**src/rtl/fetch_sequencer.sv**
```systemverilog
// fetch_sequencer
// Owns the program counter, issues fetch requests to a 1-cycle-latency
// fetcher and presents fetched instructions with their PCs to decode through
// a registered output stage backed by a 1-entry skid buffer. It absorbs
// decode stalls, applies branch redirects with a flush, and halts for good on
// an illegal branch target or after the last word of code memory drains.
//
// Ports
//   clk, nreset        rising-edge clock, asynchronous active-low reset
//   fetch_enable       request a fetch of fetch_pc this cycle
//   fetch_pc           byte address to fetch (always 4-aligned)
//   fetch_ready        fetcher response valid, cycle after an enabled request
//   fetch_inst         fetched word, valid with fetch_ready
//   stall              decode cannot accept; out_* hold
//   branch_valid       single-cycle redirect request
//   branch_target      redirect byte address
//   out_valid          out_inst/out_pc hold a live instruction
//   out_inst, out_pc   instruction to decode and its byte address
//   halted             sticky halt indicator
//   dbg_state          current FSM state (IDLE=0, RUN=1, STALLED=2, HALTED=3)
//
// Handshake: a fetch request is the single cycle fetch_enable=1; its response
// is the cycle fetch_ready=1 that follows, honoured only while a request is
// in flight. Decode takes out_* on every clock edge where out_valid=1 and
// stall=0; while stall=1 out_* do not change.
module fetch_sequencer #(
  parameter int BIT_WIDTH  = 32,
  parameter int INST_COUNT = 64
) (
  input  logic                 clk,
  input  logic                 nreset,
  output logic                 fetch_enable,
  output logic [BIT_WIDTH-1:0] fetch_pc,
  input  logic                 fetch_ready,
  input  logic [BIT_WIDTH-1:0] fetch_inst,
  input  logic                 stall,
  input  logic                 branch_valid,
  input  logic [BIT_WIDTH-1:0] branch_target,
  output logic                 out_valid,
  output logic [BIT_WIDTH-1:0] out_inst,
  output logic [BIT_WIDTH-1:0] out_pc,
  output logic                 halted,
  output logic [1:0]           dbg_state
);

  typedef enum logic [1:0] {
    S_IDLE    = 2'd0,
    S_RUN     = 2'd1,
    S_STALLED = 2'd2,
    S_HALTED  = 2'd3
  } state_t;

  localparam logic [BIT_WIDTH-1:0] PC_LIMIT = BIT_WIDTH'(4 * INST_COUNT);
  localparam logic [BIT_WIDTH-1:0] PC_STEP  = BIT_WIDTH'(4);

  state_t               state;
  state_t               state_nxt;
  logic [BIT_WIDTH-1:0] pc;
  logic                 inflight;
  logic [BIT_WIDTH-1:0] inflight_pc;
  logic                 skid_valid;
  logic [BIT_WIDTH-1:0] skid_inst;
  logic [BIT_WIDTH-1:0] skid_pc;

  logic active;
  logic redirect;
  logic resp;
  logic pc_legal;
  logic target_bad;
  logic drain_done;

  assign active     = (state == S_RUN) || (state == S_STALLED);
  assign redirect   = branch_valid && (state != S_HALTED);
  assign resp       = inflight && fetch_ready;
  assign pc_legal   = (pc < PC_LIMIT);
  assign target_bad = (branch_target[1:0] != 2'b00) || (branch_target >= PC_LIMIT);
  // Past the last word with nothing in flight and nothing parked.
  assign drain_done = !pc_legal && !inflight && !skid_valid;

  // State register
  always_ff @(posedge clk or negedge nreset) begin
    if (!nreset) state <= S_IDLE;
    else         state <= state_nxt;
  end

  // Next-state logic
  always_comb begin
    state_nxt = state;
    case (state)
      S_IDLE: begin
        if (branch_valid) state_nxt = target_bad ? S_HALTED : S_RUN;
        else              state_nxt = S_RUN;
      end
      S_RUN, S_STALLED: begin
        if (branch_valid)    state_nxt = target_bad ? S_HALTED : S_RUN;
        else if (stall)      state_nxt = S_STALLED;
        else if (drain_done) state_nxt = S_HALTED;
        else                 state_nxt = S_RUN;
      end
      default: state_nxt = S_HALTED;
    endcase
  end

  // Output logic
  always_comb begin
    fetch_enable = 1'b0;
    if (active && !branch_valid && !stall && !skid_valid && pc_legal)
      fetch_enable = 1'b1;
  end

  assign fetch_pc  = pc;
  assign halted    = (state == S_HALTED);
  assign dbg_state = state;

  // Datapath: PC, in-flight tracking, skid buffer and output stage.
  always_ff @(posedge clk or negedge nreset) begin
    if (!nreset) begin
      pc          <= '0;
      inflight    <= 1'b0;
      inflight_pc <= '0;
      skid_valid  <= 1'b0;
      skid_inst   <= '0;
      skid_pc     <= '0;
      out_valid   <= 1'b0;
      out_inst    <= '0;
      out_pc      <= '0;
    end else if (redirect) begin
      // Flush: the response still due next cycle is dropped via inflight=0.
      pc         <= branch_target;
      inflight   <= 1'b0;
      skid_valid <= 1'b0;
      out_valid  <= 1'b0;
    end else if (active) begin
      if (fetch_enable) begin
        pc          <= pc + PC_STEP;
        inflight    <= 1'b1;
        inflight_pc <= pc;
      end else if (resp) begin
        inflight <= 1'b0;
      end

      if (stall) begin
        // Only one request can be outstanding, so the skid never overflows.
        if (resp) begin
          skid_valid <= 1'b1;
          skid_inst  <= fetch_inst;
          skid_pc    <= inflight_pc;
        end
      end else if (skid_valid) begin
        out_valid  <= 1'b1;
        out_inst   <= skid_inst;
        out_pc     <= skid_pc;
        skid_valid <= 1'b0;
      end else if (resp) begin
        out_valid <= 1'b1;
        out_inst  <= fetch_inst;
        out_pc    <= inflight_pc;
      end else begin
        out_valid <= 1'b0;
      end
    end
  end

endmodule

```
**config.mk**
```make
export PLATFORM = sky130hd
export DESIGN_NAME = fetch_sequencer
export DESIGN_NICKNAME = d
export VERILOG_FILES = /design/src/rtl/fetch_sequencer.sv
export SDC_FILE = /design/constraint.sdc
export NUM_CORES = 1
export LEC_CHECK = 0
export ABC_CLOCK_PERIOD_IN_PS = 4400
export BUFFER_PORTS_ARGS = -buffer_cell sky130_fd_sc_hd__buf_2
export CORE_MARGIN = 2
export CORE_UTILIZATION = 45
export CTS_CLUSTER_SIZE = 12
export DETAILED_ROUTE_END_ITERATION = 6
export PLACE_DENSITY = 0.68
export SLEW_MARGIN = 30
export SYNTH_ARGS = -nofsm -noshare
export SYNTH_HDL_FRONTEND = slang
export SYNTH_SLANG_ARGS = --single-unit
```
**constraint.sdc**
```tcl
create_clock -name clk -period 4.4 [get_ports clk]
set_input_delay 0.66 -clock clk [delete_from_list [all_inputs] [get_ports clk]]
set_output_delay 0.66 -clock clk [all_outputs]
set_load 0.05 [all_outputs]
```
==> results by stage, run 1 <==
Power and ir drop:
- The worst ir drop on vdd is 0.0005336 V.
- The analysis attributes to cell leakage a power of 4.991 nW.
- The total power density per cell area is 498.3 mW/mm^2.
- The power consumption is 0.004967 W.

Clock network:
- Once the clock tree was built, the setup fixing pass inserted 0 buffers.
- The TritonCTS buffer count is 17.
- The count of H-tree levels built during CTS is 4.
- The clock sink count is 197.
- The number of hold buffers added after cts is 0.
- Clock-pin slew was measured on the worst setup and hold paths at 0.07 ns.
- In this run the deepest clock path goes through 2 buffers.
- The CTS root buffer is sky130_fd_sc_hd__clkbuf_16.
- The clock reaches the later pin of the worst-skew pair after 0.43 ns.
- The number of gates given a new drive strength after cts is 0.
- The CTS tree is yes.

Logic synthesis:
- Counting flops with a built-in enable in the synthesized netlist gives 0.
- The proportion of synthesized chip area in sequential cells is 59.37%.
- The synthesized area divided by synthesized cell count is 12.05 um^2.
- The fraction of post-synthesis cell area in the top cell type by area is 59.37%.
- Synthesis produced 689 cells.
- The proportion of register bits with asynchronous set or reset after synthesis is 100.0%.
- The most used flip-flop cell after synthesis is sky130_fd_sc_hd__dfrtp_1.
- The combined area of all synthesized cells is 0.008303 mm^2.
- The number of synthesized register bits is 197.
- Counting distinct cell types in the post-synthesis netlist gives 47.
- The Yosys step of the flow raised 0 warnings.
- The library cell with the largest summed area after synthesis is sky130_fd_sc_hd__dfrtp_1.
- The synthesized netlist net count is 761.
- By area the synthesized netlist is led by sky130_fd_sc_hd__dfrtp_1 59%, sky130_fd_sc_hd__mux2_2 9.4%, sky130_fd_sc_hd__mux2i_1 7.7%.

STA:
- The routed design could run at a clock period as short as 2.975 ns.
- The transition time at the pin with the least slew margin is 0.7675 ns.
- Timing would allow up to 336.1 MHz.
- Headroom to the max-slew limit came out at 48.83%.
- The final number of max-transition violations is 0.
- Setup violations remaining at the end of the flow were counted as 0.
- Setup repair after global routing left no endpoint under its margin.
- The clock arrives with 0.01313 ns of skew.
- Hold timing on the final database bottoms out at a slack of 0.1430 ns.
- The count of endpoints failing hold in the final timing report is 0.
- The post-route clock period utilization is 67.61%.
- In the final timing run, aggregate negative setup slack is 0 ns.

Drt:
- Dividing the detail-routed wire length by the instance count gives 15.77 um.
- The first detailed-routing pass ran for 4 iterations.
- Using the TritonRoute via totals, the vias-per-cell ratio works out to 5.093.
- The post-route antenna net violation count is 0.
- The DRC violation count after routing is 0.
- Across all layers, the routed design uses 5551 vias.
- After the first detailed-routing iteration, the DRC count stood at 367.
- The wire length after detailed routing is 17.19 mm.

Finish:
- The multi-input gate area in the final layout is 0.003162 mm^2.
- The filler cell count in the final layout is 1613.
- Summing all flip-flop and latch instances after layout gives 0.004933 mm^2.
- Of the cells placed in the final design, the portion with a size suffix greater than 1 is 34.38%.
- The number of nets at the end of the flow is 921.
- At the end of the flow the core is filled with cells to 55.30%.
- The antenna diode instance count is 0.
- The area added between synthesis and finish is 20.06%.
- The number of cells in the finished layout apart from fillers is 1090.

Global routing:
- The aggregate global routing overflow is 0.
- The number of global-route vias before repair was 5547.
- The first global-routing pass estimated 29.11 mm of wire.
- The pin count of the biggest net entering global routing is 124.
- The initial antenna violation count was 0.
- Global routing used 18.47% of the available tracks.

Worst setup path:
- The internal reg-to-reg setup slack is 2.13 ns.
- The signal on the critical path passes through inv_1 > ha_1 > nor4b_4 > nand3_2 > nor2_1 > buf_2.
- Counting cells, the worst reg-to-reg path comes to 7.
- The library cell contributing the largest single delay on the critical path is sky130_fd_sc_hd__nor4b_4.
- STA puts the critical path data required time at 3.74 ns.
- The critical path starts at dbg_state[0].
- The kind of cell adding the most delay to the critical path is simple AND/OR/NAND/NOR gates.
- The count of buffer and inverter cells on the critical path is 2.
- The beginning of the worst register-to-register path is dbg_state[0].
- By startpoint and endpoint, the worst setup path is classified as reg -> out.
- The biggest cell delay along the critical path is 0.47 ns.
- Counting buffers and inverters, the worst setup path is 6 cells deep.
- Data on the critical path arrives at its endpoint at 2.31 ns.
- In this run the worst path has a maximum fanout of 8.
- STA classifies the critical path endpoint as an output port.
- The kind of start point of the critical path is a flip-flop.

Flow run:
- The max-capacitance violation count is 0.

Worst hold path:
- The class of the worst hold path is in -> async.

Die:
- Measured along the x axis, the die boundary spans 139.8 um.
- The standard-cell row count is 49.
- The floorplan step set the die height to 139.8 um.
- The starting utilization of the core area is 46.06%.
- The area of the placeable core is 0.01802 mm^2.
- The area of the die is 0.01955 mm^2.
- For this design the top-level I/O count stands at 170.

Place:
- The last weighted congestion value of the routability-driven placer is 0.8166.
- The count of placed standard cells including taps is 1058.
- The count of port buffers added during placement is 169.
- Summed over all nets, the half-perimeter wirelength after detailed placement is 11.29 mm.

Status:
- The flow ran to the end, and the final reports show no timing, DRC or antenna violations.
[stage by stage]
stage / cell area [um^2] / worst slack, ns
floorplan: 8303 / 1.420
global placement: 9300 / 1.845
detailed placement: 9351 / 1.805
CTS: 9936 / 1.404
global route: 9968 / 1.267
finish: 9968 / 1.425
[path summary, 6_finish.rpt]
check	to
setup / recovery	fetch_enable
hold / removal	out_pc[12]
setup reg to reg	out_pc[18]
hold reg to reg	out_pc[8]
max in group asynchronous	out_inst[2]
min in group clk	fetch_pc[31]
[per-layer routing]
| layer | share of wire, % | global-route usage, % | vias up |
|---|---|---|---|
| met5 | 0 | 0 | - |
| met4 | 1.6 | 5.842 | 0 |
| met3 | 5.0 | 4.164 | 20 |
| met2 | 47 | 28.60 | 146 |
| met1 | 46 | 26.06 | 2683 |
| li1 | - | - | 2702 |
[cells in the final DEF, fill, tap and decap left out, types with 7 or more instances in the layout]
| master | netlist | final |
|---|---|---|
| sky130_fd_sc_hd__nand3_1 | 7 | 7 |
| sky130_fd_sc_hd__o21ai_1 | 9 | 9 |
| sky130_fd_sc_hd__dfrtp_1 | 197 | 196 |
| sky130_fd_sc_hd__nor4_1 | 8 | 8 |
| sky130_fd_sc_hd__clkbuf_16 | 0 | 17 |
| sky130_fd_sc_hd__mux2i_1 | 64 | 64 |
| sky130_fd_sc_hd__buf_2 | 13 | 168 |
| sky130_fd_sc_hd__and2_1 | 28 | 28 |
| sky130_fd_sc_hd__mux2_2 | 69 | 69 |
| sky130_fd_sc_hd__nand2_1 | 146 | 146 |
| sky130_fd_sc_hd__o21ai_0 | 57 | 57 |
[synth_stat cells, types with 2 or more instances]
| library cell | instances |
|---|---|
| sky130_fd_sc_hd__nand3b_1 | 2 |
| sky130_fd_sc_hd__nand2_1 | 146 |
| sky130_fd_sc_hd__nand3_2 | 2 |
| sky130_fd_sc_hd__mux2i_1 | 64 |
| sky130_fd_sc_hd__mux2_2 | 69 |
| sky130_fd_sc_hd__a211o_1 | 2 |
| sky130_fd_sc_hd__and3_1 | 3 |
| sky130_fd_sc_hd__nand3_1 | 7 |
| sky130_fd_sc_hd__nor3_1 | 3 |
| sky130_fd_sc_hd__dfrtp_1 | 197 |
| sky130_fd_sc_hd__nand2b_1 | 4 |
| sky130_fd_sc_hd__nor2_1 | 4 |
| sky130_fd_sc_hd__a31oi_1 | 2 |
| sky130_fd_sc_hd__nor4_1 | 8 |
| sky130_fd_sc_hd__inv_1 | 3 |
| sky130_fd_sc_hd__o21ai_0 | 57 |
| sky130_fd_sc_hd__mux2_4 | 3 |
| sky130_fd_sc_hd__nor4_4 | 4 |
| sky130_fd_sc_hd__a21oi_1 | 2 |
| sky130_fd_sc_hd__o211ai_1 | 5 |
| sky130_fd_sc_hd__buf_2 | 13 |
| sky130_fd_sc_hd__ha_1 | 3 |
| sky130_fd_sc_hd__buf_6 | 6 |
| sky130_fd_sc_hd__nor4_2 | 2 |
| sky130_fd_sc_hd__clkbuf_1 | 18 |
| sky130_fd_sc_hd__nand4_1 | 4 |
| sky130_fd_sc_hd__and2_1 | 28 |
| sky130_fd_sc_hd__o21ai_1 | 9 |
[registers in the layout, indices dropped and copies added (netlist names), 2 cells and up]
register / cells
out_inst: 32
skid_pc: 32
inflight_pc: 32
fetch_pc: 32
skid_inst: 32
out_pc: 32
dbg_state: 2
[cells by family after synthesis]
group	count (synthesis)	synth area share [%]
AOI/OAI and AO/OA	84	5.621
adders and majority gates	3	0.4521
buffers and inverters	41	2.637
DFF	197	59.37
muxes	136	17.62
and+or+nand+nor	228	14.30
[cell type report]
cell class / instances / area share, %
sequential: 197 / 49.49
clock buffer: 21 / 4.619
inverter: 3 / 0.1130
multi-input combinational: 451 / 31.72
timing repair buffer: 179 / 9.941
clock inverter: 10 / 1.243
tap: 229 / 2.874
[where the power goes]
| group | switching [W] | internal, W |
|---|---|---|
| Sequential | 0.000202 | 0.00196 |
| Combinational | 0.000928 | 0.000333 |
| Clock | 0.000672 | 0.000872 |
| Total | 0.00180 | 0.00316 |
Note: power is estimated with default switching activity, not from simulation.
==> inputs of run 2 (changes only) <==
--- a/config.mk
+++ b/config.mk
@@ -5,7 +5,7 @@
 export SDC_FILE = /design/constraint.sdc
 export NUM_CORES = 1
 export LEC_CHECK = 0
-export ABC_CLOCK_PERIOD_IN_PS = 4400
+export ABC_CLOCK_PERIOD_IN_PS = 3000
 export BUFFER_PORTS_ARGS = -buffer_cell sky130_fd_sc_hd__buf_2
 export CORE_MARGIN = 2
 export CORE_UTILIZATION = 45
==> constraint.sdc (replaced) <==
create_clock -name clk -period 3 [get_ports clk]
set_input_delay 0.45 -clock clk [delete_from_list [all_inputs] [get_ports clk]]
set_output_delay 0.45 -clock clk [all_outputs]
set_load 0.05 [all_outputs]
==> run 2 against run 1 <==
  * Worst setup slack got worse by 1.2 ns
  * Global-route usage is 0.18 points lower
  * Combinational power is 48% higher
  * Via count fell by 0.79%
  * Core utilization barely moved
  * Sequential power rose by 46%
  * First-iteration DRC count is 35% lower
  * Critical endpoint unchanged
==> results by stage, run 2 (synthesized netlist as in run 1, its figures left out) <==
Worst setup path:
- The number of cells on the worst reg-to-reg path was 6 (-1).
- Traced cell by cell, the critical path runs through inv_1 > ha_1 > nor4b_4 > nand3_2 > nor2_1 > buf_2.
- The kind of start point of the critical path is a flip-flop.
- The worst setup path is captured at an output port.
- The data arrival time of the critical path was 2.32 ns (about the same).
- The worst setup path category is reg -> out.
- The number of cells on the critical path came to 6 (unchanged).
- The kind of cell with the highest combined delay along the critical path is simple AND/OR/NAND/NOR gates.
- The maximum fanout encountered on the critical timing path is 8 (unchanged).
- The worst endpoint required time is 2.55 ns (-1.19 ns).
- The internal reg-to-reg setup slack is 0.75 ns (-1.38 ns).
- The reg-to-reg endpoint is skid_pc[20].
- The slowest stage of the critical path belongs to the cell sky130_fd_sc_hd__nor4b_4.
- The beginning of the worst register-to-register path is dbg_state[0].
- The count of buffer and inverter cells on the critical path came to 2 (unchanged).
- The biggest cell delay along the critical path is 0.44 ns (-0.03 ns).

STA:
- The shortest period the worst path allows is 2.767 ns.
- The count of endpoints failing hold in the final timing report is 0 (unchanged).
- Setup repair after global routing left no endpoint under its margin.
- The max-slew headroom at the worst pin came to 33.57% (-15 points).
- The final number of max-transition violations is 0 (unchanged).
- The post-route clock skew is 0.01192 ns (-0.001206 ns).
- Based on the critical path, the design can be clocked at up to 361.4 MHz.
- The final setup violation count is 0 (unchanged).
- In the finished design, the share of the clock period the worst path needs comes to 92.24%.
- The transition time at the pin with the least slew margin was 0.9964 ns (+0.2289 ns).
- The total negative slack for setup checks came to 0 ns (unchanged).

Global routing:
- The met1 track demand over resource was 25.84% (-0.22 points).
- The global routing usage summed across all routing layers is 18.29% (-0.18 points).
- The met2 capacity usage during global routing is 28.42% (-0.18 points).
- The aggregate global routing overflow is 0 (unchanged).
- The global routing stage identified its most utilized layer as met2.
- The pin count of the biggest net entering global routing is 109 (-12%).
- The first-pass GRT wire length came to 28.91 mm (-0.69%).
- The initial antenna violation count is 0 (unchanged).
- The met3 track demand over resource in global routing is 4.405% (+0.24 points).
- The number of global-route vias before repair is 5518 (-0.52%).

Clock network:
- In this run the clock root is driven by a sky130_fd_sc_hd__clkbuf_16.
- The number of setup buffers added after CTS was 0 (unchanged).
- The count of H-tree levels built during CTS is 4 (unchanged).
- The clock sink count is 197 (unchanged).
- The buffer levels on the longest clock path is 2 (unchanged).
- The number of hold buffers added after cts was 0 (unchanged).
- The clock latency on the worst-skew pair came to 0.43 ns (about the same).
- TritonCTS built the clock tree.
- The clock transition at the registers of the reported paths is 0.07 ns (about the same).
- The number of gates given a new drive strength after cts is 0 (unchanged).
- The TritonCTS buffer count is 17 (unchanged).

Die:
- The standard-cell row count came to 49 (unchanged).
- The height of the die was 139.8 um (unchanged).
- The horizontal extent of the die is 139.8 um (unchanged).
- The area of the die came to 0.01955 mm^2 (unchanged).
- The area of the placeable core is 0.01802 mm^2 (unchanged).
- The top-level port count came to 170 (unchanged).
- The starting utilization of the core area is 46.06% (unchanged).

Place:
- The last weighted congestion value of the routability-driven placer was 0.8281 (+1.4%).
- The count of port buffers added during placement came to 169 (unchanged).
- The post-DP HPWL is 11.40 mm (+0.95%).

Finish:
- The number of nets at the end of the flow is 921 (unchanged).
- The area added between synthesis and finish is 20.04% (about the same).
- The filler cell count in the final layout was 1578 (-2.2%).
- The antenna diode instance count is 0 (unchanged).
- The share of cells above drive strength 1 is 34.69% (+0.31 points).
- The multi-input gate area in the final layout came to 0.003162 mm^2 (unchanged).
- The most common cell after layout, fill and taps aside is sky130_fd_sc_hd__dfrtp_1.
- The area of all sequential standard cells is 0.004933 mm^2 (unchanged).
- In the layout the commonest cells are 196 x sky130_fd_sc_hd__dfrtp_1, 168 x sky130_fd_sc_hd__buf_2, 146 x sky130_fd_sc_hd__nand2_1.

Drt:
- The wire length after detailed routing is 17.13 mm (-0.38%).
- The post-route antenna net violation count was 0 (unchanged).
- The ratio of routed vias to standard cells is 5.048 (-0.88%).
- The starting DRC count in detailed routing was 238 (-35%).
- The DRC violation count after routing is 0 (unchanged).
- The count of vias placed by the detailed router is 5507 (-0.79%).
- The routed length per instance is 15.70 um (-0.47%).
- The count of TritonRoute iterations in the first routing pass came to 4 (unchanged).

Power and ir drop:
- The leakage power is 4.994 nW (about the same).
- The switching power total came to 0.002701 W (+50%).
- The share of power burned in registers is 43.6% (about the same).
- The total power density per cell area is 728.5 mW/mm^2 (+46%).
- The worst ir drop on vdd is 0.0006873 V (+29%).
- The internal power summed over all cells was 0.004560 W (+44%).
- The relative contribution of combinational cells to total power is 25.5% (about the same).
- The clock network fraction of design power is 30.9% (-0.2 points).
- The power consumption is 0.007261 W (+46%).
- The switching power as a share of total power was 37.19% (+0.91 points).

Status:
- The flow ran to the end, and the final reports show no timing, DRC or antenna violations.

Flow run:
- The max-capacitance violation count was 0 (unchanged).

Worst hold path:
- The class of the worst hold path is in -> async.
-- run 2: worst register-to-register path, cell delays in order (launching register included) --
cell	delay [ns]
sky130_fd_sc_hd__dfrtp_1	0.38
sky130_fd_sc_hd__inv_1	0.06
sky130_fd_sc_hd__ha_1	0.40
sky130_fd_sc_hd__and3_1	0.26
sky130_fd_sc_hd__nand3_4	0.41
sky130_fd_sc_hd__buf_12	0.35
sky130_fd_sc_hd__mux2_2	0.29
-- run 2: per-layer routing --
| layer | share of wire [%] | vias to the layer above |
|---|---|---|
| met5 | 0 | - |
| met4 | 1.2 | 0 |
| met3 | 4.3 | 15 |
| met2 | 47 | 124 |
| met1 | 47 | 2659 |
| li1 | - | 2709 |
-- run 2: power by group through the flow --
stage / Sequential (W) / Clock (W) / Combinational (W)
after floorplan: 0.00391 / 0 / 0.000624
after global placement: 0.00321 / 0 / 0.00186
after detailed placement: 0.00321 / 0 / 0.00187
after CTS: 0.00317 / 0.00230 / 0.00187
after global routing: 0.00320 / 0.00242 / 0.00201
final: 0.00316 / 0.00224 / 0.00186
-- run 2: worst max-delay path by stage --
stage,start,end,slack [ns]
after CTS,dbg_state[0],fetch_enable,0.21
after global routing,dbg_state[0],fetch_enable,0.03
after global placement,dbg_state[0],fetch_enable,0.73
after floorplan,dbg_state[0],fetch_enable,0.23
final,dbg_state[0],fetch_enable,0.23
after detailed placement,dbg_state[0],fetch_enable,0.68
-- run 2: layout make-up --
type                       instances  area share, %
sequential                       197          49.50
multi-input combinational        451          31.72
timing repair buffer             179          9.955
clock buffer                      18          4.406
tap                              229          2.875
clock inverter                    14          1.431
inverter                           3         0.1130
-- run 2: stage by stage --
| step | instance area, um^2 | setup slack [ns] | std cells | util (%) | hold WS [ns] |
|---|---|---|---|---|---|
| global route | 9967 | 0.02829 | 1091 | 55.30 | 0.1198 |
| detailed placement | 9385 | 0.6807 | 1059 | 52.07 | 0.4653 |
| finish | 9967 | 0.2327 | 1091 | 55.30 | 0.07750 |
| CTS | 9967 | 0.2126 | 1091 | 55.30 | 0.1127 |
| floorplan | 8303 | 0.2296 | 689 | - | 0.1544 |
| global placement | 9385 | 0.7291 | 1059 | 52.07 | 0.4564 |
